--- src/rtl/serial_to_byte.sv ---
// serial_to_byte
//
// Deserialiser: collects a serial bit stream into 8-bit words and presents
// each completed word on a valid/ready output port. The assembled word feeds
// the or_8_way reduction stage directly.
//
// Parameters:
//   LSB_FIRST   1: first accepted bit lands in out_byte[0]
//               0: first accepted bit lands in out_byte[7]
//
// Compile-time option:
//   SERIAL_TO_BYTE_NONZERO_EN  adds the registered out_nonzero flag
//                              (OR of the word held in out_byte)
//
// Ports:
//   clk          rising-edge clock
//   reset        synchronous, active-high reset
//   in_bit       serial data bit
//   in_valid     in_bit is valid this cycle
//   in_ready     block accepts in_bit this cycle (combinational)
//   out_byte     assembled word (registered)
//   out_valid    out_byte holds an unconsumed word (registered)
//   out_ready    downstream takes out_byte this cycle
//   out_nonzero  OR of out_byte bits (only with SERIAL_TO_BYTE_NONZERO_EN)

module serial_to_byte #(
    parameter bit LSB_FIRST = 1'b1
) (
    input  logic       clk,
    input  logic       reset,
    input  logic       in_bit,
    input  logic       in_valid,
    output logic       in_ready,
    output logic [7:0] out_byte,
    output logic       out_valid,
    input  logic       out_ready
`ifdef SERIAL_TO_BYTE_NONZERO_EN
    ,
    output logic       out_nonzero
`endif
);

    logic [7:0] sh;
    logic [7:0] sh_next;
    logic [2:0] cnt;
    logic       acc;
    logic       word_done;

    // Only the final bit of a word can stall: it needs the output register
    // to be empty or emptied in this same cycle.
    always_comb begin
        in_ready  = (cnt != 3'd7) || !out_valid || out_ready;
        acc       = in_valid && in_ready;
        word_done = acc && (cnt == 3'd7);
        if (LSB_FIRST) begin
            sh_next = {in_bit, sh[7:1]};
        end else begin
            sh_next = {sh[6:0], in_bit};
        end
    end

    always_ff @(posedge clk) begin
        if (reset) begin
            sh        <= 8'h00;
            cnt       <= 3'd0;
            out_byte  <= 8'h00;
            out_valid <= 1'b0;
        end else begin
            if (acc) begin
                sh  <= sh_next;
                // 3-bit counter wraps 7 -> 0 so the next word starts at once.
                cnt <= cnt + 3'd1;
            end
            // A completing word takes precedence over a drain: the register
            // is reloaded and out_valid stays high with no bubble.
            if (word_done) begin
                out_byte  <= sh_next;
                out_valid <= 1'b1;
            end else if (out_valid && out_ready) begin
                out_valid <= 1'b0;
            end
        end
    end

`ifdef SERIAL_TO_BYTE_NONZERO_EN
    always_ff @(posedge clk) begin
        if (reset) begin
            out_nonzero <= 1'b0;
        end else if (word_done) begin
            out_nonzero <= |sh_next;
        end
    end
`endif

endmodule

--- config.mk ---
export PLATFORM = sky130hd
export DESIGN_NAME = serial_to_byte
export DESIGN_NICKNAME = d
export VERILOG_FILES = /design/src/rtl/serial_to_byte.sv
export SDC_FILE = /design/constraint.sdc
export NUM_CORES = 1
export LEC_CHECK = 0
export ABC_AREA = 1
export BUFFER_PORTS_ARGS = -buffer_cell sky130_fd_sc_hd__buf_4
export CAP_MARGIN = 30
export CORE_ASPECT_RATIO = 0.75
export CORE_MARGIN = 2
export CORE_UTILIZATION = 48
export DETAILED_ROUTE_END_ITERATION = 8
export MAX_ROUTING_LAYER = met4
export PLACE_DENSITY = 0.74
export SETUP_SLACK_MARGIN = 0.2
export SKIP_LAST_GASP = 1
export SLEW_MARGIN = 5
export SYNTH_ARGS = -nofsm -noshare
export SYNTH_HDL_FRONTEND = slang
export SYNTH_SLANG_ARGS = --single-unit
--- constraint.sdc ---
create_clock -name clk -period 1.4 [get_ports clk]
set_clock_uncertainty 0.2 [all_clocks]
set_input_delay 0 -clock clk [delete_from_list [all_inputs] [get_ports clk]]
set_output_delay 0 -clock clk [all_outputs]
set_load 0.1 [all_outputs]
==> impl_metrics.toml <==
[layout]
final_nets = 165
diodes = 0
drive_above_1_share_pct = 37.6
syn_to_final_growth_pct = 35.4
fin_area_mm2 = 0.00128
layout_common_cells = "inv_1 (27), nand2_1 (26), buf_4 (17)"
final_common_cell = "inv_1"
final_util_pct = 71.7

[route]
routed_wl_um = 2100
vias = 895
ant_nets = 0
drc = 0
viasPerCell = 5.00
first_pass_iters = 4
drtIter0Drc = 15
wire_per_inst_um = 11.7

[critical_path]
reg2reg_slack_ns = -0.12
cp-end-kind = "flop"
crit-reg2reg-launch = "cnt[1]"
ff2ff_path_depth = 6
r2r_end = "sh[6]"
worstSetupPathType = "flop to flop"
crit_arrival_ns = 1.53
startpoint_type = "flop"
required_ns = 1.41
cp_max_fo = 5

[synthesis]
yosysSeqAreaShare_pct = 40.2
syn_area_per_cell_um2 = 7.07
synth_cell_types = 16
synth_nets = 141
synthCells = 134
ys_ff_latch = 19
syn_area_um2 = 947
yosysWarnings = 0

[sta]
maxSlewHeadroom_pct = 74.5
hold_violations = 8
drv_slew = 0
fmax_mhz = 658
final-setup-viol-count = 10
timing.hold.ws_ns = -0.0436
fin_crit_ns = 1.52
post-route-period-util_pct = 108
tightest_slew_ns = 0.383
rsz0062_at_grt = "yes"
tns_ns = -0.496
layout_setup_ws_ns = -0.119

[clocking]
clockBufferDepth = 2
htreeDepth = 1
cts_buffers = 3
cts.sinks = 19
holdBufCountCts = 3
cts-root-buf = "clkbuf_4"
cts_tree = "built"
clk_pin_slew_worst_paths_ns = 0.12
clkLatencyLatePin_ns = 0.31

[grt]
grt_pass1_vias = 726
track_usage_pct = 18.5
antenna_found_initial = 0
grt_max_degree = 31
grt_overflow = 0
grt_pass1_wl_um = 3290

[power_and_ir_drop]
internal_power_mw = 0.735
p_leak_nw = 0.588
clkPwrFrac_pct = 28.2
powerDensity_mw_per_mm2 = 800
vdd_ir_drop_max_uv = 812
switching_share_pct = 28.4
combPwrFrac_pct = 15.4
switching_power_mw = 0.292
power.share.sequential_pct = 56.5

[worst_hold_path]
whs_path_depth = 3
holdCritStartpoint = "in_valid"
min_path_type = "input pin to flop"
holdPathEnd = "cnt[1]"

[placed_design]
routabilityCongestion = 0.717
hpwl_um = 1220
port_buffers = 14
dpl_cell_area_mm2 = 0.00114

[floorplan]
dieWidth_um = 55.3
num_rows = 13
fp.coreArea_mm2 = 0.00179
initial_utilization_pct = 52.9
fp.dieArea_mm2 = 0.00235
die_h_um = 42.5
ios = 15

[run_status]
status = "complete, but fails checks"
violations = "negative hold slack, negative setup slack"

[run]
maxCapViolCount = 0
[power by group through the flow]
stage | registers, mW | clock network, mW | logic (mW)
floorplan | 0.603 | 0 | 0.0962
global placement | 0.590 | 0 | 0.137
detailed placement | 0.591 | 0 | 0.142
CTS | 0.579 | 0.292 | 0.153
global route | 0.582 | 0.330 | 0.175
finish | 0.580 | 0.289 | 0.158
[state kept, by name, indices dropped and copies added (netlist names)]
| signal | count |
|---|---|
| sh | 7 |
| out_byte | 8 |
| cnt | 3 |
| out_valid | 1 |
[worst max-delay path by stage]
| stage | endpoint | start | slack [ns] |
|---|---|---|---|
| after global routing | sh[6] | cnt[1] | -0.15 |
| after floorplan | cnt[1] | cnt[1] | -0.08 |
| final | sh[6] | cnt[1] | -0.12 |
| after detailed placement | cnt[1] | cnt[1] | -0.05 |
| after global placement | cnt[0] | cnt[1] | -0.02 |
| after CTS | in_ready | cnt[1] | -0.07 |
[critical path: stages, from the launching register on]
cell	delay, ns
dfxtp_2	0.37
ha_4	0.14
ha_4	0.16
buf_4	0.14
nand3_2	0.16
a21oi_2	0.19
nor2_1	0.06
[per-stage QoR]
step                instances  power [mW]  worst slack (ns)
global placement          167       0.727           -0.0247
finish                    179        1.03            -0.119
floorplan                 134       0.699           -0.0843
global route              179        1.09            -0.151
CTS                       178        1.02           -0.0696
detailed placement        167       0.734           -0.0500
[cell type report]
cell class              count  area (µm²)
fillers                   153         507
well taps                  22        27.5
clock inverters             1        5.00
multi-input cells          82         513
repair buffers             23         209
clock buffers               3        22.5
inverters                  29         109
flip-flops and latches     19         397
[synth_stat cells]
| cell type | count | area (µm²) |
|---|---|---|
| a21oi_1 | 10 | 50.1 |
| inv_1 | 27 | 101 |
| dfxtp_1 | 19 | 380 |
| nand4_1 | 8 | 50.1 |
| buf_2 | 2 | 10.0 |
| nor2_1 | 18 | 67.6 |
| buf_6 | 3 | 33.8 |
| nand3_1 | 8 | 40.0 |
| ha_1 | 2 | 25.0 |
| nand3_2 | 2 | 20.0 |
| buf_4 | 2 | 15.0 |
| nand3_4 | 2 | 35.0 |
| nand2_1 | 28 | 105 |
| clkinv_1 | 1 | 3.75 |
| inv_2 | 1 | 3.75 |
| nand2_2 | 1 | 6.26 |
[routing by layer]
| layer | wire (µm) | share of wire, % | GRT usage, % |
|---|---|---|---|
| met1 | 1040 | 49 | 23.8 |
| met2 | 970 | 46 | 28.6 |
| met3 | 76 | 3.6 | 6.79 |
| met4 | 13 | 0.62 | 2.93 |
| met5 | 0 | 0 | - |
[cells by family (layout without fill, tap and decap cells)]
family                     Yosys count  count (layout)  share of synthesized area (%)
and+or+nand+nor                     67              70                           34.2
AOI/OAI and AO/OA                   10              10                           5.28
buffers and inverters               36              56                           17.7
DFF                                 19              19                           40.2
adders and majority gates            2               2                           2.64
[timing repair]
item | CTS | global route
setup buffers | 2 | 0
setup endpoints to repair | 20 | 21
gates resized for setup | 6 | 4
endpoints found under the hold margin | 14 | 8
cloned | 2 | 1
pin swaps | 0 | 1
Power figures use the tool's default switching activity.
